**config.mk**
```make
export PLATFORM = sky130hd
export DESIGN_NAME = lcd_display_driver
export DESIGN_NICKNAME = d
export VERILOG_FILES = /design/src/rtl/lcd_display_driver.sv
export SDC_FILE = /design/constraint.sdc
export NUM_CORES = 1
export LEC_CHECK = 0
export BUFFER_PORTS_ARGS = -buffer_cell sky130_fd_sc_hd__buf_2
export CORE_ASPECT_RATIO = 1.2
export CORE_MARGIN = 1.5
export CORE_UTILIZATION = 59
export DETAILED_ROUTE_END_ITERATION = 16
export HOLD_SLACK_MARGIN = 0.1
export PLACE_DENSITY_LB_ADDON = 0.12
export REMOVE_ABC_BUFFERS = 1
export SYNTH_ARGS = -nofsm -noshare
export SYNTH_HDL_FRONTEND = slang
export SYNTH_SLANG_ARGS = --single-unit
export TNS_END_PERCENT = 20
```
**constraint.sdc**
```tcl
create_clock -name clk -period 2.9 [get_ports clk]
set_clock_uncertainty 0.05 [all_clocks]
set_input_delay 0.29 -clock clk [delete_from_list [all_inputs] [get_ports clk]]
set_output_delay 0.29 -clock clk [all_outputs]
set_load 0.02 [all_outputs]
```
**src/rtl/lcd_display_driver.sv**
```systemverilog
// 8-bit character LCD writer: power-up init list, then DISPLAY_OFF or a two-line
// SHOW of instruction mnemonic, register number and signed 16-bit value.
module lcd_display_driver #(
  parameter int unsigned POWERUP_CYC    = 750000,
  parameter int unsigned EN_PULSE_CYC   = 25,
  parameter int unsigned CMD_WAIT_CYC   = 2500,
  parameter int unsigned CLEAR_WAIT_CYC = 100000
) (
  input  logic        clk,
  input  logic        rst_n,
  input  logic [1:0]  operation,
  input  logic [2:0]  opcode,
  input  logic [3:0]  addr,
  input  logic [15:0] data_addr,
  output logic        EN,
  output logic        RW,
  output logic        RS,
  output logic [7:0]  DATA,
  output logic        done
);
  typedef enum logic [2:0] {S_POWERUP, S_NEXT, S_SETUP, S_PULSE, S_WAIT, S_READY} state_t;
  typedef enum logic [1:0] {L_INIT, L_OFF, L_SHOW} list_t;

  state_t      state_q, state_d;
  list_t       list_q;
  logic [31:0] cnt_q;
  logic [4:0]  idx_q;
  logic [1:0]  last_op_q;
  logic [2:0]  opcode_q;
  logic [3:0]  addr_q;
  logic        sign_q;
  logic        rs_q;
  logic [7:0]  data_q;
  logic [35:0] bcd_sh_q;
  logic [4:0]  bcd_cnt_q;

  logic [19:0] bcd_adj;
  logic [15:0] magnitude;
  logic [31:0] mnemonic;
  logic [31:0] wait_len;
  logic [4:0]  list_len;
  logic [7:0]  cur_byte;
  logic        cur_rs;
  logic        accept;

  assign accept    = (state_q == S_READY) && (operation == 2'd1 || operation == 2'd2) &&
                     (operation != last_op_q);
  assign magnitude = data_addr[15] ? (~data_addr + 16'd1) : data_addr;
  assign wait_len  = (!rs_q && data_q == 8'h01) ? CLEAR_WAIT_CYC : CMD_WAIT_CYC;

  // Double-dabble add-3 correction on each BCD digit before the shift
  genvar gi;
  generate
    for (gi = 0; gi < 5; gi++) begin : g_dabble
      assign bcd_adj[gi*4 +: 4] = (bcd_sh_q[16+gi*4 +: 4] >= 4'd5) ?
                                  bcd_sh_q[16+gi*4 +: 4] + 4'd3 : bcd_sh_q[16+gi*4 +: 4];
    end
  endgenerate

  always_comb begin
    mnemonic = "LOAD";
    case (opcode_q)
      3'd1: mnemonic = "ADD ";
      3'd2: mnemonic = "ADDI";
      3'd3: mnemonic = "SUB ";
      3'd4: mnemonic = "SUBI";
      3'd5: mnemonic = "MUL ";
      3'd6: mnemonic = "CLR ";
      3'd7: mnemonic = "DPL ";
      default: mnemonic = "LOAD";
    endcase
  end

  always_comb begin
    list_len = 5'd0;
    cur_byte = 8'h00;
    cur_rs   = 1'b0;
    case (list_q)
      L_INIT: begin
        list_len = 5'd4;
        case (idx_q)
          5'd0:    cur_byte = 8'h38;
          5'd1:    cur_byte = 8'h0C;
          5'd2:    cur_byte = 8'h06;
          default: cur_byte = 8'h01;
        endcase
      end
      L_OFF: begin
        list_len = 5'd1;
        cur_byte = 8'h08;
      end
      default: begin
        list_len = 5'd18;
        cur_rs   = 1'b1;
        case (idx_q)
          5'd0:  begin cur_byte = 8'h0C; cur_rs = 1'b0; end
          5'd1:  begin cur_byte = 8'h01; cur_rs = 1'b0; end
          5'd2:  begin cur_byte = 8'h80; cur_rs = 1'b0; end
          5'd3:  cur_byte = mnemonic[31:24];
          5'd4:  cur_byte = mnemonic[23:16];
          5'd5:  cur_byte = mnemonic[15:8];
          5'd6:  cur_byte = mnemonic[7:0];
          5'd7:  cur_byte = 8'h20;
          5'd8:  cur_byte = 8'h52;
          5'd9:  cur_byte = (addr_q >= 4'd10) ? 8'h31 : 8'h30;
          5'd10: cur_byte = {4'h3, (addr_q >= 4'd10) ? addr_q - 4'd10 : addr_q};
          5'd11: begin cur_byte = 8'hC0; cur_rs = 1'b0; end
          5'd12: cur_byte = sign_q ? 8'h2D : 8'h2B;
          5'd13: cur_byte = {4'h3, bcd_sh_q[35:32]};
          5'd14: cur_byte = {4'h3, bcd_sh_q[31:28]};
          5'd15: cur_byte = {4'h3, bcd_sh_q[27:24]};
          5'd16: cur_byte = {4'h3, bcd_sh_q[23:20]};
          default: cur_byte = {4'h3, bcd_sh_q[19:16]};
        endcase
      end
    endcase
  end

  always_ff @(posedge clk) begin
    if (!rst_n) state_q <= S_POWERUP;
    else        state_q <= state_d;
  end

  always_comb begin
    state_d = state_q;
    case (state_q)
      S_POWERUP: if (cnt_q == POWERUP_CYC - 32'd1) state_d = S_NEXT;
      S_NEXT:    state_d = (idx_q == list_len) ? S_READY : S_SETUP;
      S_SETUP:   state_d = S_PULSE;
      S_PULSE:   if (cnt_q == EN_PULSE_CYC - 32'd1) state_d = S_WAIT;
      S_WAIT:    if (cnt_q == wait_len - 32'd1) state_d = S_NEXT;
      S_READY:   if (accept) state_d = S_NEXT;
      default:   state_d = S_POWERUP;
    endcase
  end

  always_comb begin
    EN   = 1'b0;
    done = 1'b0;
    case (state_q)
      S_PULSE: EN = 1'b1;
      S_READY: done = 1'b1;
      default: ;
    endcase
  end

  assign RW   = 1'b0;
  assign RS   = rs_q;
  assign DATA = data_q;

  always_ff @(posedge clk) begin
    if (!rst_n) begin
      cnt_q     <= '0;
      idx_q     <= '0;
      list_q    <= L_INIT;
      last_op_q <= '0;
      opcode_q  <= '0;
      addr_q    <= '0;
      sign_q    <= 1'b0;
      rs_q      <= 1'b0;
      data_q    <= '0;
      bcd_sh_q  <= '0;
      bcd_cnt_q <= '0;
    end else begin
      cnt_q <= (state_d != state_q) ? '0 : cnt_q + 32'd1;
      if (state_q == S_NEXT && idx_q != list_len) begin
        data_q <= cur_byte;
        rs_q   <= cur_rs;
        idx_q  <= idx_q + 5'd1;
      end
      if (accept) begin
        last_op_q <= operation;
        opcode_q  <= opcode;
        addr_q    <= addr;
        sign_q    <= data_addr[15];
        list_q    <= (operation == 2'd1) ? L_OFF : L_SHOW;
        idx_q     <= '0;
        bcd_sh_q  <= {20'd0, magnitude};
        bcd_cnt_q <= 5'd16;
      end else begin
        if (state_q == S_READY && (operation == 2'd0 || operation == 2'd3))
          last_op_q <= 2'd0;
        if (bcd_cnt_q != 5'd0) begin
          bcd_sh_q  <= {bcd_adj[18:0], bcd_sh_q[15:0], 1'b0};
          bcd_cnt_q <= bcd_cnt_q - 5'd1;
        end
      end
    end
  end
endmodule

```
# Word level (Yosys, flattened, before mapping)
# Index checks and enable logic that the tools add are counted.
# W data, S select, Z words.
# word_totals
register_bits,102
out_inout_bits,12
# classes
add_sub_neg,11
magnitude_cmp,6
eq_ne,40
mux,32
n_bitwise,2
n_reduce_logical,19
# ops
operator,n
$pmux W29 S7,1
$pmux W8 S17,1
$mux W16,3
$eq A5 B4 Y1 const B,8
$add A32 B1 Y32 const B,1
$eq A32 B20 Y1 const B,1
$eq A32 B32 Y1,1
$eq A32 B5 Y1 const B,1
$mux W3,7
$eq A5 B3 Y1 const B,4
$ge A4 B3 Y1 const B,5
$mux W4,5
$eq A3 B3 Y1 const B,6
$pmux W3 S6,1
$pmux W6 S3,1
$sub A17 B1 Y18 const B,1
$mux W17,1
$add A16 B1 Y16 const B,1
$add A4 B2 Y4 const B,4
$not A16 Y16,1
$pmux W8 S2,1
$eq A3 B2 Y1 const B,4
$eq A5 B2 Y1 const B,2
$mux W5,2
other kinds (29),47

# Depth between registers and ports, before layout
# logic_depth
depth_word,9
depth_mapped,10
depth_no_buf,9

# Least setup slack after synthesis
# OpenSTA, ideal clock, no wires.
# synth_timing
path_kind,flip-flop to flip-flop
start,register idx_q[3]
end,register data_q[3] (netlist: DATA[3])
setup_ps,132
t_arrival_ps,2155
slack_ps,564
stages_incl_launch_ff,10
synth_period_minus_slack_ps,2336
path_cell_list,dfxtp_1 -> buf_2 -> buf_1 -> and3_1 -> ha_1 -> a21oi_1 -> and2_1 -> and3_1 -> a2111oi_0 -> o22ai_1
# synth_between
elab_chain_cells,3
# synth_rtl
item,line,source
start: declaration,27,logic [4:0] idx_q;
start signal: assignment,169,idx_q <= idx_q + 5'd1;
"$eq A5 B5 Y1, or another cell as far along",95,case (idx_q)
$pmux W8 S17 / $pmux W6 S3 (equally long branches),"95, 81",
$pmux W8 S2,78,case (list_q)
end signal: assignment,167,data_q <= cur_byte;
end: declaration,33,logic [7:0] data_q;
# Parallel ways exist; a longest one is shown, timed or not.
# A chain may end at the register's enable or synchronous reset.

# Final worst setup path
# layout_timing
start,register idx_q[0]
end,register data_q[3] (netlist: DATA[3])
# Same word-level chain as after synthesis.

==> impl_metrics.csv <==
group,metric,value,unit
outcome,status,"completed",
critical_path,cp.required,3.07,ns
logic_synthesis,synth-xor-area-share,8.60,%
final_layout,nets,857,
clocking,hold_buffers,0,
timing,hold_violations,0,
power_and_ir_drop,p_leak,2.38,nW
routing,drc,0,
logic_synthesis,synth_edf_count,0,
die,initial_core_util,60.8,%
clocking,post_cts_buffers,0,
logic_synthesis,synth_top_family_by_area,"simple AND/OR/NAND/NOR gates",
timing,setup_slack,0.195,ns
logic_synthesis,synthTopCellsByArea,"dfxtp_1 (33%), nand2_1 (6.9%), xnor2_1 (5.6%)",
final_layout,fillCellCount,888,
final_layout,area_growth,10.4,%
final_layout,design_area,6750,sq um
placement,place_area,6420,sq um
grt,grt.total_usage,28.6,%
logic_synthesis,synth_top_cell_area_share,33.4,%
die,die_w,95.9,um
timing,setup_viol,0,
placement,dp.cells,923,
logic_synthesis,ys_warn_count,0,
final_layout,diodes,0,
routing,first_pass_iters,5,
placement,gp_congestion,0.926,
clocking,htree_levels,3,
routing,wl_per_cell,15.7,um
timing,slew_viol_final,0,
final_layout,layout_common_cells,"nand2_1 (113), dfxtp_1 (102), nor2_1 (72)",
timing,rsz0062_at_grt,"false",
clocking,clk_path_buf_depth,2,
final_layout,layout_commonest_cell,"nand2_1",
timing,fin_hold_ws,0.146,ns
logic_synthesis,yosysTopAreaCell,"dfxtp_1",
clocking,cts.sinks,102,
routing,drtAntennaViolNets,0,
placement,hpwl,10600,um
logic_synthesis,synth_seq_area_share,33.4,%
power_and_ir_drop,power_density,587,nW/um^2
logic_synthesis,synthFlopType,"dfxtp_1",
timing,max_slew_margin,39.3,%
final_layout,regArea,2040,sq um
power_and_ir_drop,ir_worst_vdd,0.447,mV
flow_run,cap_violations,0,
final_layout,fin_cells,939,
placement,dp_worst_setup_slack,0.150,ns
critical_path,worstSetupPathType,"reg -> reg",
critical_path,rr_worst_depth,8,
final_layout,multi_input_area,3770,sq um
grt,grt_pass1_wl,25100,um
routing,viasPerCell,6.01,
logic_synthesis,async_flop_share,0,%
die,rows,40,
clocking,path_clk_slew,0.07,ns
timing,tns,0,ns
routing,drtIter0Drc,258,
timing,worstMarginPinSlew,0.887,ns
critical_path,crit_path_end_kind,"flip-flop",
logic_synthesis,synthCells,787,
critical_path,arrival,2.87,ns
clocking,cts_tree,"done",
die,chipHeight,115,um
die,die-area,11000,sq um
timing,period_minus_slack,2.70,ns
logic_synthesis,synthMuxAreaShare,1.27,%
clocking,root_buffer,"clkbuf_16",
logic_synthesis,ys_types,72,
clocking,insertion_delay,0.35,ns
placement,port_buffers,37,
routing,via_count,5646,
grt,grt_antenna_before_repair,0,
grt,grt.overflow.total,0,
final_layout,final_util,67.1,%
logic_synthesis,synth_fa_ha_area_share,4.50,%
grt,grt_max_degree,39,
timing,period_share,93.3,%
logic_synthesis,ys_ff_latch,102,
hold_path,hold_class,"in -> reg",
routing,routed_wl,14700,um
logic_synthesis,synth_compound_area_share,17.8,%
logic_synthesis,yosys.area_share.simple,29.0,%
critical_path,worst-path-max-fanout,11,
power_and_ir_drop,power,3.96,mW
hold_path,holdPathStages,3,
logic_synthesis,syn_area_per_cell,7.77,sq um
critical_path,critPathLaunchType,"flip-flop",
grt,grt_pass1_vias,5504,
clocking,numCtsBuffers,9,
die,ioPinCount,39,
final_layout,drive_gt1_share,13.4,%
logic_synthesis,synth_area,6110,sq um
timing,max_freq,370,MHz
die,core,10100,sq um
[worst max-delay path, cell delays in order, from the launching register on]
cell and delay, ns:
dfxtp_1 0.37, inv_1 0.13, ha_2 0.32, o21bai_1 0.11, a2111oi_1 0.56, nor3_1 0.18, and3_1 0.26, a2111oi_0 0.46
o22ai_1 0.15
[sequential cells by signal, summed over array words and instances (netlist names)]
name       cells
opcode_q       3
sign_q         1
idx_q          5
RS             1
cnt_q         32
bcd_cnt_q      5
bcd_sh_q      36
DATA           8
list_q         2
state_q        3
addr_q         4
last_op_q      2
[cell families (layout without fill, tap and decap cells)]
group	count (synthesis)	in the layout
XOR/XNOR	60	60
adder cells (fa/ha/maj)	22	22
AND/OR/NAND/NOR	353	353
multiplexers	6	6
buffers and inverters	77	103
flip-flops	102	102
other	1	1
AO/OA/AOI/OAI	166	166
[cell type report]
type                            instances  area share, %
Multi-Input combinational cell        608           55.9
Sequential cell                       102           30.3
Timing Repair Buffer                   52           4.78
Clock buffer                           11           3.60
Tap cell                              126           2.34
Inverter                               35           1.95
Clock inverter                          5           1.21
[final timing paths]
check / slack, ns / endpoint / from
min reg2reg: 0.41 / cnt_q[0]$_SDFF_PP0_ / cnt_q[0]$_SDFF_PP0_
max reg2reg: 0.20 / DATA[3]$_SDFFE_PN0P_ / idx_q[0]$_SDFFE_PP0P_
max: 0.20 / DATA[3]$_SDFFE_PN0P_ / idx_q[0]$_SDFFE_PP0P_
min: 0.15 / addr_q[3]$_SDFFE_PN0P_ / addr[3]
[Yosys cell counts, types with 4 or more instances]
cell	instances
or2_2	4
or4_1	4
xnor2_1	39
and3_1	10
o21ai_0	34
a31oi_1	7
o31ai_1	8
a311oi_1	11
xor2_1	21
o41ai_1	4
inv_1	35
nor2_1	72
dfxtp_1	102
mux2_2	4
a21oi_1	52
nor4_1	8
nand4b_1	5
or3_1	7
nor3b_1	6
buf_2	8
clkbuf_1	27
a211oi_1	9
nor2_2	20
nor2b_1	5
nand2b_1	12
o211ai_1	8
nor3_1	20
nand2_1	113
nand3_1	32
ha_1	22
nand4_1	15
[per-layer routing]
layer | up-vias | part of all wire, % | global-route usage (%)
met3 | 40 | 4.0 | 4.12
li1 | 2803 | - | -
met5 | - | 0 | 0
met1 | 2669 | 42 | 33.7
met4 | 0 | 2.8 | 12.5
met2 | 134 | 51 | 50.7
[power by group]
group	leakage (nW)	switching, mW	internal [mW]
logic	1.40	0.621	0.375
clock network	0.156	0.537	0.782
registers	0.824	0.143	1.50
total	2.38	1.30	2.66
[what timing repair did]
action	in CTS	in global routing
hold endpoints to repair	0	0
resized for setup	0	1
endpoints found under the setup margin	0	2
(Power assumes the default switching activity.)
